`src/rtl/pll_reset_sequencer_pkg.sv`:
```
// Shared definitions for the PLL reset/lock sequencer.
// Holds the per-channel state encoding, the loss-counter and retry-counter widths, and a
// helper that sizes the shared per-channel cycle counter.
package pll_seq_pkg;

    localparam int unsigned LOSS_CNT_W = 8;
    localparam int unsigned RETRY_W    = 4;

    typedef enum logic [2:0] {
        StIdle     = 3'd0,
        StReset    = 3'd1,
        StWaitLock = 3'd2,
        StStable   = 3'd3,
        StRun      = 3'd4,
        StFault    = 3'd5
    } chan_state_e;

    // One counter serves the reset pulse, the lock timeout and the stability window, so it is
    // sized for the longest of the three.
    function automatic int unsigned cnt_width(input int unsigned a, input int unsigned b,
                                              input int unsigned c);
        int unsigned m;
        m = (a > b) ? a : b;
        m = (m > c) ? m : c;
        return (m < 2) ? 1 : $clog2(m);
    endfunction

endpackage

```
`src/rtl/pll_reset_sequencer_if.sv`:
```
// Bundle of per-channel control/status signals between the sequencer and its environment.
//   enable     : per-channel run request (into the sequencer)
//   locked_in  : raw PLL LOCKED bits, asynchronous (into the sequencer)
//   pll_rst    : active-high PLL resets (from the sequencer)
//   ready      : channel locked and stable (from the sequencer)
//   all_ready  : AND of all ready bits (from the sequencer)
//   fault      : channel exhausted its retries (from the sequencer)
//   loss_count : 8 bits per channel, channel i at [8i+7:8i] (from the sequencer)
// The sequencer connects through the slave modport; the environment uses master.
interface pll_reset_sequencer_if #(
    parameter int unsigned NUM_PLLS = 2
);
    import pll_seq_pkg::*;

    logic [NUM_PLLS-1:0]            enable;
    logic [NUM_PLLS-1:0]            locked_in;
    logic [NUM_PLLS-1:0]            pll_rst;
    logic [NUM_PLLS-1:0]            ready;
    logic                           all_ready;
    logic [NUM_PLLS-1:0]            fault;
    logic [LOSS_CNT_W*NUM_PLLS-1:0] loss_count;

    modport master (
        output enable,
        output locked_in,
        input  pll_rst,
        input  ready,
        input  all_ready,
        input  fault,
        input  loss_count
    );

    modport slave (
        input  enable,
        input  locked_in,
        output pll_rst,
        output ready,
        output all_ready,
        output fault,
        output loss_count
    );

endinterface

```
`src/rtl/pll_reset_sequencer_chan.sv`:
```
// One PLL channel: lock synchroniser, reset/lock FSM, cycle counter, retry counter and
// saturating lock-loss counter.
//   clk, rst   : reference clock, asynchronous active-high reset
//   enable     : run request for this channel
//   locked_in  : raw PLL LOCKED, asynchronous to clk
//   pll_rst    : registered PLL reset (high in idle, reset and fault)
//   ready      : registered, high while running
//   fault      : registered, high once retries are exhausted
//   loss_count : lock losses seen while running, saturating
module pll_chan_seq
    import pll_seq_pkg::*;
#(
    parameter int unsigned RESET_CYCLES  = 16,
    parameter int unsigned LOCK_TIMEOUT  = 65536,
    parameter int unsigned STABLE_CYCLES = 1024,
    parameter int unsigned MAX_RETRIES   = 3
) (
    input  logic                  clk,
    input  logic                  rst,
    input  logic                  enable,
    input  logic                  locked_in,
    output logic                  pll_rst,
    output logic                  ready,
    output logic                  fault,
    output logic [LOSS_CNT_W-1:0] loss_count
);

    localparam int unsigned CNT_W = cnt_width(RESET_CYCLES, LOCK_TIMEOUT, STABLE_CYCLES);

    localparam logic [CNT_W-1:0]   RESET_LAST   = CNT_W'(RESET_CYCLES - 1);
    localparam logic [CNT_W-1:0]   TIMEOUT_LAST = CNT_W'(LOCK_TIMEOUT - 1);
    localparam logic [CNT_W-1:0]   STABLE_LAST  = CNT_W'(STABLE_CYCLES - 1);
    localparam logic [RETRY_W-1:0] RETRY_LIMIT  = RETRY_W'(MAX_RETRIES);

    logic lock_meta_q;
    logic lock_s;

    chan_state_e           state_q, state_d;
    logic [CNT_W-1:0]      cnt_q, cnt_d;
    logic [RETRY_W-1:0]    retry_q, retry_d, retry_inc;
    logic [LOSS_CNT_W-1:0] loss_q, loss_d;

    // Two-flop synchroniser for the asynchronous LOCKED input.
    always_ff @(posedge clk or posedge rst) begin
        if (rst) begin
            lock_meta_q <= 1'b0;
            lock_s      <= 1'b0;
        end else begin
            lock_meta_q <= locked_in;
            lock_s      <= lock_meta_q;
        end
    end

    always_comb begin
        state_d   = state_q;
        cnt_d     = cnt_q + 1'b1;
        retry_d   = retry_q;
        loss_d    = loss_q;
        retry_inc = retry_q + 1'b1;

        if (!enable) begin
            // Dropping the request overrides every other transition.
            state_d = StIdle;
            cnt_d   = '0;
        end else begin
            case (state_q)
                StIdle: begin
                    state_d = StReset;
                    cnt_d   = '0;
                    retry_d = '0;
                end
                StReset: begin
                    if (cnt_q == RESET_LAST) begin
                        state_d = StWaitLock;
                        cnt_d   = '0;
                    end
                end
                StWaitLock: begin
                    // Lock beats a timeout on the same cycle.
                    if (lock_s) begin
                        state_d = StStable;
                        cnt_d   = '0;
                    end else if (cnt_q == TIMEOUT_LAST) begin
                        retry_d = retry_inc;
                        cnt_d   = '0;
                        state_d = (retry_inc == RETRY_LIMIT) ? StFault : StReset;
                    end
                end
                StStable: begin
                    // A lock glitch restarts the timeout but costs no retry.
                    if (!lock_s) begin
                        state_d = StWaitLock;
                        cnt_d   = '0;
                    end else if (cnt_q == STABLE_LAST) begin
                        state_d = StRun;
                        cnt_d   = '0;
                        retry_d = '0;
                    end
                end
                StRun: begin
                    cnt_d = '0;
                    if (!lock_s) begin
                        state_d = StReset;
                        loss_d  = (loss_q == '1) ? loss_q : loss_q + 1'b1;
                    end
                end
                StFault: begin
                    cnt_d = '0;
                end
                default: begin
                    state_d = StIdle;
                    cnt_d   = '0;
                end
            endcase
        end
    end

    // Outputs are decoded from next-state so they change on the same edge as the state.
    always_ff @(posedge clk or posedge rst) begin
        if (rst) begin
            state_q <= StIdle;
            cnt_q   <= '0;
            retry_q <= '0;
            loss_q  <= '0;
            pll_rst <= 1'b1;
            ready   <= 1'b0;
            fault   <= 1'b0;
        end else begin
            state_q <= state_d;
            cnt_q   <= cnt_d;
            retry_q <= retry_d;
            loss_q  <= loss_d;
            pll_rst <= (state_d == StIdle) || (state_d == StReset) || (state_d == StFault);
            ready   <= (state_d == StRun);
            fault   <= (state_d == StFault);
        end
    end

    assign loss_count = loss_q;

endmodule

```
`src/rtl/pll_reset_sequencer.sv`:
```
// Reset/lock sequencer for up to eight PLL/MMCM instances. Each channel runs its own
// independent sequencer; all_ready is the combinational AND of the registered ready bits.
//   clk : free-running reference clock
//   rst : asynchronous active-high reset
//   bus : pll_reset_sequencer_if slave (enable, locked_in in; pll_rst, ready, all_ready,
//         fault, loss_count out)
module pll_reset_sequencer
    import pll_seq_pkg::*;
#(
    parameter int unsigned NUM_PLLS      = 2,
    parameter int unsigned RESET_CYCLES  = 16,
    parameter int unsigned LOCK_TIMEOUT  = 65536,
    parameter int unsigned STABLE_CYCLES = 1024,
    parameter int unsigned MAX_RETRIES   = 3
) (
    input  logic                  clk,
    input  logic                  rst,
    pll_reset_sequencer_if.slave  bus
);

    logic [NUM_PLLS-1:0]            pll_rst_v;
    logic [NUM_PLLS-1:0]            ready_v;
    logic [NUM_PLLS-1:0]            fault_v;
    logic [LOSS_CNT_W*NUM_PLLS-1:0] loss_v;

    for (genvar i = 0; i < NUM_PLLS; i++) begin : g_chan
        pll_chan_seq #(
            .RESET_CYCLES  (RESET_CYCLES),
            .LOCK_TIMEOUT  (LOCK_TIMEOUT),
            .STABLE_CYCLES (STABLE_CYCLES),
            .MAX_RETRIES   (MAX_RETRIES)
        ) u_chan (
            .clk        (clk),
            .rst        (rst),
            .enable     (bus.enable[i]),
            .locked_in  (bus.locked_in[i]),
            .pll_rst    (pll_rst_v[i]),
            .ready      (ready_v[i]),
            .fault      (fault_v[i]),
            .loss_count (loss_v[LOSS_CNT_W*i +: LOSS_CNT_W])
        );
    end

    assign bus.pll_rst    = pll_rst_v;
    assign bus.ready      = ready_v;
    assign bus.fault      = fault_v;
    assign bus.loss_count = loss_v;
    assign bus.all_ready  = &ready_v;

endmodule

```
`src/flat_wrapper.sv`:
```
// flat-port wrapper written by rule: the top's interface ports become plain ports
module pll_reset_sequencer_flat import pll_seq_pkg::*;
#(
    parameter int unsigned NUM_PLLS      = 2,
    parameter int unsigned RESET_CYCLES  = 16,
    parameter int unsigned LOCK_TIMEOUT  = 65536,
    parameter int unsigned STABLE_CYCLES = 1024,
    parameter int unsigned MAX_RETRIES   = 3
)
  (clk, rst, bus_enable, bus_locked_in, bus_pll_rst, bus_ready, bus_all_ready, bus_fault, bus_loss_count);
  pll_reset_sequencer_if #(.NUM_PLLS(NUM_PLLS)) bus_i ();
  input  logic clk;
  input  logic rst;
  input wire logic [$bits(bus_i.enable)-1:0] bus_enable;
  input wire logic [$bits(bus_i.locked_in)-1:0] bus_locked_in;
  output wire logic [$bits(bus_i.pll_rst)-1:0] bus_pll_rst;
  output wire logic [$bits(bus_i.ready)-1:0] bus_ready;
  output wire logic [$bits(bus_i.all_ready)-1:0] bus_all_ready;
  output wire logic [$bits(bus_i.fault)-1:0] bus_fault;
  output wire logic [$bits(bus_i.loss_count)-1:0] bus_loss_count;
  assign bus_i.enable = bus_enable;
  assign bus_i.locked_in = bus_locked_in;
  assign bus_pll_rst = bus_i.pll_rst;
  assign bus_ready = bus_i.ready;
  assign bus_all_ready = bus_i.all_ready;
  assign bus_fault = bus_i.fault;
  assign bus_loss_count = bus_i.loss_count;
  pll_reset_sequencer #(.NUM_PLLS(NUM_PLLS), .RESET_CYCLES(RESET_CYCLES), .LOCK_TIMEOUT(LOCK_TIMEOUT), .STABLE_CYCLES(STABLE_CYCLES), .MAX_RETRIES(MAX_RETRIES)) u_core (.clk(clk), .rst(rst), .bus(bus_i));
endmodule
```
`config.mk`:
```
export PLATFORM = sky130hd
export DESIGN_NAME = pll_reset_sequencer_flat
export DESIGN_NICKNAME = d
export VERILOG_FILES = /design/src/rtl/pll_reset_sequencer_pkg.sv /design/src/rtl/pll_reset_sequencer_if.sv /design/src/rtl/pll_reset_sequencer_chan.sv /design/src/rtl/pll_reset_sequencer.sv /design/src/flat_wrapper.sv
export SDC_FILE = /design/constraint.sdc
export NUM_CORES = 1
export LEC_CHECK = 0
export ABC_AREA = 1
export CORE_MARGIN = 1
export CORE_UTILIZATION = 40
export DETAILED_ROUTE_END_ITERATION = 7
export PLACE_DENSITY_LB_ADDON = 0.25
export SLEW_MARGIN = 20
export SYNTH_ARGS = -nofsm -noshare
export SYNTH_HDL_FRONTEND = slang
export SYNTH_SLANG_ARGS = --single-unit
```
`constraint.sdc`:
```
create_clock -name clk -period 3.15 [get_ports clk]
set_input_delay 0.945 -clock clk [delete_from_list [all_inputs] [get_ports clk]]
set_output_delay 0.945 -clock clk [all_outputs]
set_load 0.005 [all_outputs]
```
==> results of run 1 <==
==> metal layers <==
metal | routed length (microns) | vias up | GRT usage, %
met5 | 0 | - | 0
li1 | - | 1640 | -
met2 | 3780 | 51 | 27.8
met1 | 3640 | 1490 | 20.9
met4 | 66 | 0 | 5.09
met3 | 231 | 5 | 3.63
==> flip-flops by register name, summed over array words and instances (netlist names) <==
register                          flops
u_core.g_chan.u_chan.cnt_q           32
u_core.g_chan.u_chan.lock_s           2
u_core.g_chan.u_chan.ready            2
u_core.g_chan.u_chan.pll_rst          2
u_core.g_chan.u_chan.loss_count      16
u_core.g_chan.u_chan.state_q          6
u_core.g_chan.u_chan.lock_meta_q      2
u_core.g_chan.u_chan.fault            2
u_core.g_chan.u_chan.retry_q          8
==> synth_stat cells <==
cell type | number | area, sq um
nand2_4 | 5 | 56.3
o21ai_1 | 5 | 25.0
nor3b_2 | 1 | 12.5
dfrtp_1 | 70 | 1750
or2_2 | 3 | 18.8
nor3_1 | 8 | 40.0
a21oi_4 | 2 | 32.5
nor2_1 | 74 | 278
o21ai_4 | 1 | 16.3
a21oi_1 | 4 | 20.0
ha_1 | 8 | 100
nor2_4 | 5 | 56.3
nand4_1 | 11 | 68.8
o21bai_1 | 1 | 7.51
mux2_2 | 4 | 45.0
dfstp_2 | 2 | 52.6
o21ai_0 | 12 | 60.1
o21ai_2 | 1 | 8.76
and3_4 | 1 | 11.3
buf_12 | 1 | 20.0
nor2_2 | 15 | 93.8
nand3_2 | 4 | 40.0
xnor2_1 | 8 | 70.1
buf_4 | 6 | 45.0
inv_1 | 67 | 251
nand2_1 | 97 | 364
o211ai_1 | 2 | 15.0
clkinv_2 | 2 | 10.0
xor2_1 | 26 | 228
nor2b_1 | 1 | 6.26
nand2_2 | 10 | 62.6
nand3_4 | 1 | 17.5
inv_2 | 3 | 11.3
a31oi_1 | 2 | 12.5
o22ai_1 | 1 | 6.26
nand3b_1 | 3 | 22.5
nor3_2 | 1 | 10.0
nand3_1 | 33 | 165
==> stage by stage <==
step	total power, uW	utilization [%]	hold WS (ns)	instance area, sq um
global placement	1040	45.9	0.331	4530
CTS	1780	47.9	0.358	4730
global route	1820	47.9	0.361	4730
finish	1750	47.9	0.357	4730
floorplan	1010	-	0.331	4110
detailed placement	1040	45.9	0.348	4530
==> area by class of cell <==
class                           instances  area [sq um]
Tap cell                              133           166
Multi-Input combinational cell        350          1970
Timing Repair Buffer                   31           315
Sequential cell                        72          1800
Clock buffer                           12           145
Fill cell                             946          5140
Inverter                               72           273
Clock inverter                          4          53.8
==> kinds of logic after synthesis <==
family	count (synthesis)	share of synthesized area (%)
simple gates	273	32.2
buf+inv	79	8.21
flops	72	43.9
xor+xnor	34	7.24
compound gates	31	4.96
fa+ha+maj	8	2.43
mux	4	1.10
==> how the worst max path moves through the flow <==
| stage | to | from | slack [ns] | cells after the start |
|---|---|---|---|---|
| after global placement | u_core.g_chan[1].u_chan.loss_count[4] | bus_enable[1] | 0.73 | 7 |
| after CTS | bus_pll_rst[0] | u_core.g_chan[0].u_chan.pll_rst | 0.80 | 1 |
| after detailed placement | u_core.g_chan[1].u_chan.loss_count[4] | bus_enable[1] | 0.71 | 7 |
| after floorplan | u_core.g_chan[0].u_chan.cnt_q[0] | rst | 0.38 | 1 |
| after global routing | bus_loss_count[4] | u_core.g_chan[0].u_chan.loss_count[4] | 0.77 | 1 |
| final | bus_pll_rst[0] | u_core.g_chan[0].u_chan.pll_rst | 0.83 | 1 |
==> layout by cell type, fill, tap and decap left out, types with 2 or more instances in the layout <==
cell,count
xor2_1,26
nand3b_1,3
nand2_1,97
a21oi_4,2
mux2_2,4
clkinv_2,2
nor2_2,15
buf_4,2
nand2_4,5
nand3_2,4
clkbuf_8,10
nor2_1,74
nor3_1,8
xnor2_1,8
o211ai_1,2
clkbuf_1,2
dfrtp_1,70
nand2_2,10
inv_2,4
ha_1,8
nand3_1,33
or2_2,3
a21oi_1,4
nor2_4,5
nand4_1,11
o21ai_1,5
clkinvlp_4,2
clkdlybuf4s50_1,28
o21ai_0,12
dfstp_2,2
inv_1,66
a31oi_1,2
==> power by group through the flow <==
stage	Combinational (uW)	Sequential, uW	Clock, uW
2_1_floorplan	59.7	954	0
3_5_place_dp	86.7	955	0
3_3_place_gp	85.3	955	0
4_1_cts	87.1	937	760
5_1_grt	96.9	938	789
6_report	84.5	938	728
==> impl_metrics.csv, run 1 <==
group,metric,value,unit
setup_path,end_kind,"output port",
run,cap_violations,0,
sta,finClkSkew,0.0148,ns
cts,clk-insertion-delay-late,0.35,ns
setup_path,cp_top_family,"flip-flops",
drt,first_pass_iters,4,
cts,clock_path_buffers,2,
setup_path,cp.required,2.20,ns
worst_hold_path,min_path_cells,0,
yosys,synthesis.nets,515,
die,die_w,103,microns
sta,setup_viol,0,
die,coreArea,9860,sq um
yosys,ys_warn_count,0,
cells_and_area,drive_gt1_share,14.6,%
cells_and_area,synthToLayoutAreaGrowth,15.0,%
cts,clkTransAtPathRegs,0.08,ns
power,powerDensity,370,nW/um^2
setup_path,crit_buf_inv,1,
cts,root_buffer,"clkbuf_8",
yosys,ys_seq_elements,72,
setup_path,r2r-end,"u_core.g_chan[0].u_chan.ready",
setup_path,cp_max_fo,1,
cells_and_area,n_antenna_cell,0,
sta,tns,0,ns
die,initial_core_util,41.7,%
setup_path,ff2ff_setup_slack,1.39,ns
global_routing,grt_max_degree,26,
cells_and_area,final_cells,674,
power,peakVddDrop,0.000234,V
power,clockPowerShare,41.6,%
worst_hold_path,hold_class,"reg -> reg",
power,swShare,23.1,%
power,pwr-share-comb,4.8,%
setup_path,crit_arrival,1.37,ns
status,status,"finished, final reports clean",
die,die_y,103,microns
yosys,syn_inst,501,
die,rows,36,
setup_path,crit_chain,"clkdlybuf4s50_1",
drt,routedWlPerCell,11.5,microns
sta,final-hold-violation-count,0,
setup_path,crit_type,"reg -> out",
drt,wl,7.72,mm
drt,drtIter0Drc,94,
sta,slew_headroom,78.7,%
place,hpwl,5.89,mm
cells_and_area,nNetsFinal,550,
place,port_buffers,28,
sta,finalMaxSlewViolations,0,
cts,cts_tree,"yes",
cts,htree_num_levels,3,
cts,cts_sinks,72,
global_routing,grt_pass1_wl,13.7,mm
cts,cts_setup_buffers,0,
sta,tightest_slew,0.318,ns
place,dpl_worst_slack,0.706,ns
drt,vias_per_cell,4.73,
sta,fin_crit,2.32,ns
setup_path,slowest_stage,"dfstp_2",
place,gp_congestion,0.868,
sta,max_freq,432,MHz
yosys,ys_seq_area_share,43.9,%
cts,cts_resized,0,
sta,setup_slack,0.834,ns
worst_hold_path,whs_endpoint,"u_core.g_chan[0].u_chan.lock_s",
yosys,syn_area,4110,sq um
setup_path,slowest_delay,0.53,ns
drt,drc,0,
power,internal_power,1350,uW
yosys,syn_area_per_cell,8.21,sq um
global_routing,grt_overflow,0,
drt,num_vias,3186,
global_routing,track_usage,16.4,%
setup_path,r2r_cells,11,
global_routing,antenna_found_initial,0,
sta,finalCritPeriodShare,73.5,%
power,power_switching,404,uW
place,dp.cells,658,
die,dieArea,10700,sq um
drt,ant_nets,0,
cts,postCtsHoldBufs,0,
sta,rsz0062_at_grt,"false",
yosys,synth_cell_type_count,38,
power,p_seq_share,53.6,%
die,io_pins,29,
cts,cts_made_buffers,9,
power,leakagePower,0.00233,uW
setup_path,worstReg2RegStart,"u_core.g_chan[0].u_chan.cnt_q[0]",
worst_hold_path,min_from,"u_core.g_chan[0].u_chan.lock_meta_q",
global_routing,grt_pass1_vias,3111,
setup_path,start_kind,"flop",
(Power assumes the default switching activity.)
==> inputs of run 2 (changes only) <==
==> constraint.sdc (replaced) <==
create_clock -name clk -period 2.3 [get_ports clk]
set_input_delay 0.69 -clock clk [delete_from_list [all_inputs] [get_ports clk]]
set_output_delay 0.69 -clock clk [all_outputs]
set_load 0.005 [all_outputs]
==> run 2 against run 1 <==
Against the previous run: utilization increased by 0.43 points; die area unchanged; sequential share of layout area decreased by 0.34 points; critical endpoint unchanged; first-iteration DRC count increased to 2.6 times the previous value; routed wire length increased by 1.9%.
==> impl_metrics.csv, run 2 (synthesis results as in run 1) <==
group,metric,value,unit
die,coreArea,9860,sq um
place,gp_congestion,0.926,
cells_and_area,multi_input_area,1970,sq um
power,powerDensity,530,nW/um^2
cts,cts_made_buffers,9,
die,dieArea,10700,sq um
die,die_w,103,microns
global_routing,grt_pass1_wl,13.5,mm
die,initial_core_util,41.7,%
cts,root_buffer,"clkbuf_8",
drt,routedWlPerCell,11.6,microns
power,pwr-share-comb,4.7,%
place,dp.cells,660,
power,internal_power,1950,uW
setup_path,crit_type,"reg -> out",
cts,cts_setup_buffers,0,
global_routing,track_usage,16.4,%
cts,clkTransAtPathRegs,0.08,ns
die,rows,36,
power,p_seq_share,50.8,%
sta,setup_viol,0,
cells_and_area,nNetsFinal,552,
drt,num_vias,3155,
die,io_pins,29,
power,clockPowerShare,44.5,%
global_routing,grt_max_degree,31,
sta,slew_headroom,76.2,%
sta,tightest_slew,0.356,ns
power,power_switching,573,uW
sta,finalMaxSlewViolations,0,
sta,setup_slack,0.250,ns
setup_path,cp_max_fo,1,
sta,finClkSkew,0.0123,ns
drt,drc,0,
cts,cts_tree,"yes",
cts,cts_sinks,72,
sta,final-hold-violation-count,0,
global_routing,grt_overflow,0,
setup_path,start_kind,"flop",
cts,clk-insertion-delay-late,0.35,ns
cells_and_area,final_cells,676,
cells_and_area,seqCellArea,1800,sq um
cts,clock_path_buffers,2,
cells_and_area,mostFrequentLayoutCells,"97 x nand2_1, 74 x nor2_1, 70 x dfrtp_1, 66 x inv_1, 33 x nand3_1",
setup_path,crit_chain,"clkdlybuf4s50_1",
sta,max_freq,488,MHz
drt,first_pass_iters,4,
setup_path,slowest_stage,"dfstp_2",
worst_hold_path,hold_class,"reg -> reg",
global_routing,grt_pass1_vias,2919,
place,hpwl,6.09,mm
cells_and_area,top_register,"u_core.g_chan.u_chan.cnt_q",
cts,htree_num_levels,3,
die,die_y,103,microns
drt,ant_nets,0,
drt,drtIter0Drc,243,
sta,fin_crit,2.05,ns
power,leakagePower,0.00235,uW
run,cap_violations,0,
setup_path,cp_top_family,"flip-flops",
setup_path,crit_arrival,1.36,ns
power,peakVddDrop,0.000395,V
setup_path,crit_buf_inv,1,
place,dpl_worst_slack,0.207,ns
global_routing,antenna_found_initial,0,
power,swShare,22.7,%
sta,finalCritPeriodShare,89.1,%
drt,vias_per_cell,4.67,
cells_and_area,drive_gt1_share,15.1,%
cells_and_area,n_antenna_cell,0,
place,port_buffers,28,
cells_and_area,synthToLayoutAreaGrowth,16.0,%
setup_path,slowest_delay,0.53,ns
sta,rsz0062_at_grt,"false",
setup_path,ff2ff_setup_slack,0.53,ns
cells_and_area,largest_register_ffs,32,
setup_path,end_kind,"output port",
cts,cts_resized,0,
cells_and_area,fillers,968,
sta,tns,0,ns
setup_path,cp.required,1.61,ns
cells_and_area,layout_commonest_cell,"nand2_1",
drt,wl,7.87,mm
cts,postCtsHoldBufs,0,
status,status,"finished, final reports clean",
[run 2: cell types whose count changed in the layout (fill, tap and decap cells not counted)]
cell       delta
buf_4         +2
inv_2         -1
bufinv_16     +1
clkinv_2      +1
clkbuf_1      -1
[run 2: final timing paths]
| kind | endpoint | depth (start not counted) | startpoint |
|---|---|---|---|
| worst max-delay path | bus_pll_rst[0] | 1 | u_core.g_chan[0].u_chan.pll_rst |
| worst min-delay path | u_core.g_chan[1].u_chan.lock_s | 0 | u_core.g_chan[1].u_chan.lock_meta_q |
| worst max register to register | u_core.g_chan[0].u_chan.cnt_q[10] | 12 | u_core.g_chan[0].u_chan.cnt_q[0] |
| worst min register to register | u_core.g_chan[1].u_chan.lock_s | 0 | u_core.g_chan[1].u_chan.lock_meta_q |
| max in group asynchronous | u_core.g_chan[1].u_chan.pll_rst | 3 | rst |
| min in group asynchronous | u_core.g_chan[0].u_chan.cnt_q[14] | 2 | rst |
[run 2: layer usage]
layer	wire, microns	vias up	global-route usage, %
met4	60	0	4.88
met2	3500	39	23.8
met3	226	5	3.43
met1	4080	1465	24.3
li1	-	1646	-
met5	0	-	0
[run 2: power by group through the flow]
| stage | combinational, uW | sequential [uW] | clock [uW] |
|---|---|---|---|
| after floorplan | 82.2 | 1310 | 0 |
| after global placement | 119 | 1310 | 0 |
| after detailed placement | 122 | 1310 | 0 |
| after CTS | 122 | 1280 | 1160 |
| after global routing | 135 | 1290 | 1210 |
| final | 120 | 1280 | 1120 |
[run 2: layout make-up]
cell class	instances	area share, %
clock buffers	11	2.96
clock inverters	5	1.70
inverters	72	5.80
multi-input cells	350	41.3
flip-flops and latches	72	37.8
well taps	133	3.49
repair buffers	33	6.92
[run 2: stage by stage]
stage	hold slack (ns)	utilization, %	total power, uW	instance area, sq um
2_1_floorplan	0.331	-	1390	4120
3_3_place_gp	0.335	46.1	1430	4550
3_5_place_dp	0.339	46.1	1430	4550
4_1_cts	0.361	48.4	2570	4770
5_1_grt	0.378	48.4	2630	4770
6_report	0.355	48.4	2530	4770
